==> config.mk <==
export PLATFORM = sky130hd
export DESIGN_NAME = serial_rx
export DESIGN_NICKNAME = d
export VERILOG_FILES = /design/src/rtl/serial_rx.sv
export SDC_FILE = /design/constraint.sdc
export NUM_CORES = 1
export LEC_CHECK = 0
export ABC_AREA = 1
export BUFFER_PORTS_ARGS = -buffer_cell sky130_fd_sc_hd__buf_2
export CAP_MARGIN = 5
export CORE_ASPECT_RATIO = 1.4
export CORE_MARGIN = 5
export CORE_UTILIZATION = 51
export CTS_CLUSTER_SIZE = 16
export DETAILED_ROUTE_END_ITERATION = 8
export PLACE_DENSITY_LB_ADDON = 0.05
export SYNTH_ARGS = -nofsm -noshare
export SYNTH_HDL_FRONTEND = slang
export SYNTH_SLANG_ARGS = --single-unit
==> constraint.sdc <==
create_clock -name clk12 -period 1.3 [get_ports clk12]
set_clock_uncertainty 0.05 [all_clocks]
set_input_delay 0.065 -clock clk12 [delete_from_list [all_inputs] [get_ports clk12]]
set_output_delay 0.065 -clock clk12 [all_outputs]
set_load 0.05 [all_outputs]
==> src/rtl/serial_rx.sv <==
// serial_rx: 8N1 UART receiver with a two-flop synchronizer, start-glitch rejection and framing-error detection.
// Define SERIAL_RX_MAJORITY_EN to make every sample a 2-of-3 majority vote.
`timescale 1ns/1ps
module serial_rx #(
    parameter int CLKS_PER_BIT = 12
) (
    input  logic       clk12,
    input  logic       reset,
    input  logic       rx,
    output logic [7:0] rbyte,
    output logic       rbyte_ready,
    output logic       framing_err,
    output logic       busy
);
    localparam int HALF_BIT = CLKS_PER_BIT / 2;
    localparam int CW = $clog2(CLKS_PER_BIT);
    localparam logic [CW-1:0] LAST = CW'(CLKS_PER_BIT - 1);
    localparam logic [CW-1:0] MID = CW'(HALF_BIT - 1);

    typedef enum logic [2:0] {IDLE, START, DATA, STOP, WAIT_IDLE} state_t;

    state_t        state, state_n;
    logic          rx_m, rx_s, smp;
    logic [CW-1:0] bit_cnt, bit_cnt_n;
    logic [2:0]    bit_idx, bit_idx_n;
    logic [7:0]    shreg, shreg_n, rbyte_n;
    logic          ready_n, ferr_n;

    always_ff @(posedge clk12 or posedge reset) begin
        if (reset) begin
            rx_m <= 1'b1;
            rx_s <= 1'b1;
        end else begin
            rx_m <= rx;
            rx_s <= rx_m;
        end
    end

`ifdef SERIAL_RX_MAJORITY_EN
    // rx_d1/rx_d2 are rx_s one and two cycles before the nominal sample point
    logic rx_d1, rx_d2;
    always_ff @(posedge clk12 or posedge reset) begin
        if (reset) begin
            rx_d1 <= 1'b1;
            rx_d2 <= 1'b1;
        end else begin
            rx_d1 <= rx_s;
            rx_d2 <= rx_d1;
        end
    end
    assign smp = (rx_s & rx_d1) | (rx_s & rx_d2) | (rx_d1 & rx_d2);
`else
    assign smp = rx_s;
`endif

    always_ff @(posedge clk12 or posedge reset) begin
        if (reset) begin
            state       <= IDLE;
            bit_cnt     <= '0;
            bit_idx     <= '0;
            shreg       <= '0;
            rbyte       <= '0;
            rbyte_ready <= 1'b0;
            framing_err <= 1'b0;
        end else begin
            state       <= state_n;
            bit_cnt     <= bit_cnt_n;
            bit_idx     <= bit_idx_n;
            shreg       <= shreg_n;
            rbyte       <= rbyte_n;
            rbyte_ready <= ready_n;
            framing_err <= ferr_n;
        end
    end

    always_comb begin
        state_n   = state;
        bit_cnt_n = bit_cnt + CW'(1);
        bit_idx_n = bit_idx;
        shreg_n   = shreg;
        rbyte_n   = rbyte;
        ready_n   = 1'b0;
        ferr_n    = 1'b0;
        case (state)
            IDLE: begin
                bit_cnt_n = '0;
                if (!rx_s) state_n = START;
            end
            START: if (bit_cnt == MID) begin
                bit_cnt_n = '0;
                bit_idx_n = '0;
                state_n   = smp ? IDLE : DATA;
            end
            DATA: if (bit_cnt == LAST) begin
                bit_cnt_n = '0;
                shreg_n   = {smp, shreg[7:1]};
                bit_idx_n = bit_idx + 3'd1;
                if (bit_idx == 3'd7) state_n = STOP;
            end
            // Returning to IDLE at mid-stop-bit lets an immediately following start bit be caught
            STOP: if (bit_cnt == LAST) begin
                bit_cnt_n = '0;
                rbyte_n   = smp ? shreg : rbyte;
                ready_n   = smp;
                ferr_n    = !smp;
                state_n   = smp ? IDLE : WAIT_IDLE;
            end
            WAIT_IDLE: begin
                bit_cnt_n = '0;
                if (rx_s) state_n = IDLE;
            end
            default: state_n = IDLE;
        endcase
    end

    assign busy = (state != IDLE);
endmodule

==> flow_summary.json <==
{
  "grt_first_pass_wirelength_mm": 5.12,
  "final-seq-area_sq_um": 757,
  "cp-end-kind": "flop",
  "cts_tree": "built",
  "tns_ns": -3.20,
  "peakVddDrop_uv": 784,
  "die_h_um": 72.2,
  "multi_input_area_sq_um": 676,
  "gp_congestion": 0.715,
  "required_ns": 1.48,
  "die_w_um": 54.4,
  "initial_core_util": 0.534,
  "setup_viol": 28,
  "violations": "setup timing",
  "core_sq_um": 2640,
  "drt-total-wl_mm": 3.07,
  "cts_buffer_depth": 2,
  "synth-edff-count": 0,
  "dieArea_sq_um": 3930,
  "slew_viol_final": 0,
  "ys_types": 25,
  "dr.pass1.iters": 4,
  "syn-num-nets": 158,
  "status": "finished, violations left",
  "path_class": "flop to flop",
  "grt_pass1_vias": 1167,
  "synth.most_common_cell": "nand2_1",
  "nNetsFinal": 197,
  "numCtsBuffers": 5,
  "cts-htree-levels": 2,
  "setup_ws_ns": -0.182,
  "via_per_inst": 4.90,
  "synth_top_area_share": 0.497,
  "hold_violations": 0,
  "synth_top_cell_by_area": "dfrtp_1",
  "synth_top_flop_cell": "dfrtp_1",
  "worstSkewPairLatency_ns": 0.33,
  "wl_per_cell_um": 13.5,
  "fmax_ghz": 0.675,
  "ant_nets": 0,
  "hpwl_mm": 1.92,
  "fin_util": 0.718,
  "leakage_nw": 0.936,
  "fillerInstances": 220,
  "portBuffers": 13,
  "antenna_cells": 0,
  "core.rowCount": 22,
  "path_clk_slew_ns": 0.11,
  "drc": 0,
  "cp-start-kind": "flop",
  "ctsRootBufferMaster": "clkbuf_4",
  "min_period_ns": 1.48,
  "crit_fanout": 6,
  "synth-async-reset-ratio": 1.00,
  "hold_path_class": "input pin to asynchronous set/reset pin",
  "synthTopCellsByArea": "dfrtp_1 (50%), nand2_1 (10%), o21ai_2 (5.0%), dfstp_2 (3.7%), inv_1 (3.7%)",
  "worstPathArrival_ns": 1.66,
  "rsz0062_at_grt": "yes",
  "ios": 14,
  "gr-total-overflow": 0,
  "clock_sinks": 30,
  "power_density_nw_per_um2": 1640,
  "track_usage": 0.181,
  "drt_iter0_drc": 15,
  "synthTopCellsByCount": "nand2_1 (38), dfrtp_1 (28), inv_1 (14)",
  "worst_pin_slew_ns": 0.418,
  "vias": 1112,
  "grt_max_degree": 23,
  "p_total_mw": 3.11,
  "avgSynthCellArea_sq_um": 9.34,
  "period_share": 1.14,
  "maxSlewHeadroom": 0.721,
  "drive_gt1_frac": 0.482,
  "areaGrowthSynthToFinish_pct": 34.6,
  "synth.cell_area_sq_um": 1410,
  "synth-seq-cells": 30,
  "ys_warn_count": 0,
  "cap_violations": 0,
  "synthCells": 151,
  "yosysSeqAreaShare": 0.534,
  "antenna_found_initial": 0
}
-- through the flow --
stage	setup WS, ns	area [sq um]	hold WS (ns)	instances
2_1_floorplan	-0.0282	1430	0.0195	151
3_3_place_gp	-0.145	1620	0.0152	209
3_5_place_dp	-0.154	1620	0.0163	209
4_1_cts	-0.149	1810	0.210	224
5_1_grt	-0.293	1900	0.259	227
6_report	-0.182	1900	0.226	227
-- repair_timing --
item,CTS,global route
pin swaps,12,3
gates resized for setup,16,21
endpoints found under the hold margin,29,0
setup buffers,4,3
setup endpoints to repair,27,28
hold buffers,2,0
cloned,1,0
-- layout by cell type (no fill, tap or decap) --
cell | Yosys | routed
o21ai_0 | 2 | 1
nand3_1 | 8 | 8
nand3_4 | 1 | 2
a21oi_1 | 1 | 1
bufinv_16 | 0 | 1
inv_2 | 4 | 5
buf_4 | 0 | 14
clkbuf_4 | 0 | 5
dlygate4sd3_1 | 0 | 2
ha_1 | 4 | 2
inv_1 | 14 | 13
dfrtp_2 | 0 | 3
buf_12 | 0 | 2
nand2_1 | 38 | 26
nand2_4 | 0 | 2
clkinv_2 | 0 | 3
nor3_1 | 1 | 1
xnor2_1 | 1 | 1
o21ai_2 | 8 | 9
dfstp_2 | 2 | 2
nor2_1 | 10 | 5
nand2_2 | 3 | 13
nor2_2 | 4 | 4
nor4_1 | 1 | 1
or2_2 | 1 | 1
o21bai_1 | 1 | 1
dfrtp_1 | 28 | 25
ha_4 | 0 | 2
buf_2 | 0 | 12
buf_6 | 3 | 4
nand4_1 | 3 | 3
nor2_4 | 3 | 8
xor2_1 | 1 | 1
o21ai_1 | 8 | 8
-- cell families after synthesis --
family,synth area share
AOI/OAI and AO/OA,0.0941
and+or+nand+nor,0.249
DFF,0.534
buffers and inverters,0.0745
xor gates and xnor gates,0.0124
adders and majority gates,0.0355
-- state kept, by name (all words and copies together) (netlist names) --
signal and cells:
rx_m 1, rx_s 1, shreg 8, bit_cnt 4, rbyte_ready 1, rbyte 8, state 3, framing_err 1
bit_idx 3
-- layout make-up --
type / count / share of cell area
inverters: 19 / 0.0382
repair buffers: 34 / 0.142
well taps: 36 / 0.0237
flip-flops and latches: 30 / 0.399
clock inverters: 3 / 0.0211
clock buffers: 5 / 0.0198
multi-input cells: 100 / 0.356
-- worst paths after layout --
path / start / end / slack [ns] / cells after the start
min reg2reg: rx_m / rx_s / 0.31 / 0
min in group clk12: rx_m / rx_s / 0.31 / 0
max in group asynchronous: reset / rx_s / 0.44 / 4
max: bit_cnt[1] / bit_idx[2] / -0.18 / 9
min: reset / framing_err / 0.23 / 3
max reg2reg: bit_cnt[1] / bit_idx[2] / -0.18 / 9
-- routing by layer --
metal,GRT usage,up-vias,part of all wire
li1,-,559,-
met1,0.205,528,0.41
met2,0.305,18,0.53
met3,0.0493,7,0.033
met4,0.0831,0,0.021
met5,0,-,0
-- worst max-delay path, stage by stage, from the launching register on --
cell and delay, ns:
dfrtp_1 0.44, inv_2 0.10, ha_4 0.14, nand2_2 0.06, nor2_4 0.12, nor2_4 0.06
nor2_4 0.20, nand2_4 0.09, nand2_1 0.07, o21ai_1 0.06
-- report_power, final --
part / switching, mW / internal [mW] / total, mW
clock: 0.333 / 0.398 / 0.731
sequential: 0.132 / 1.01 / 1.14
combinational: 0.693 / 0.540 / 1.23
Power figures use the tool's default switching activity.
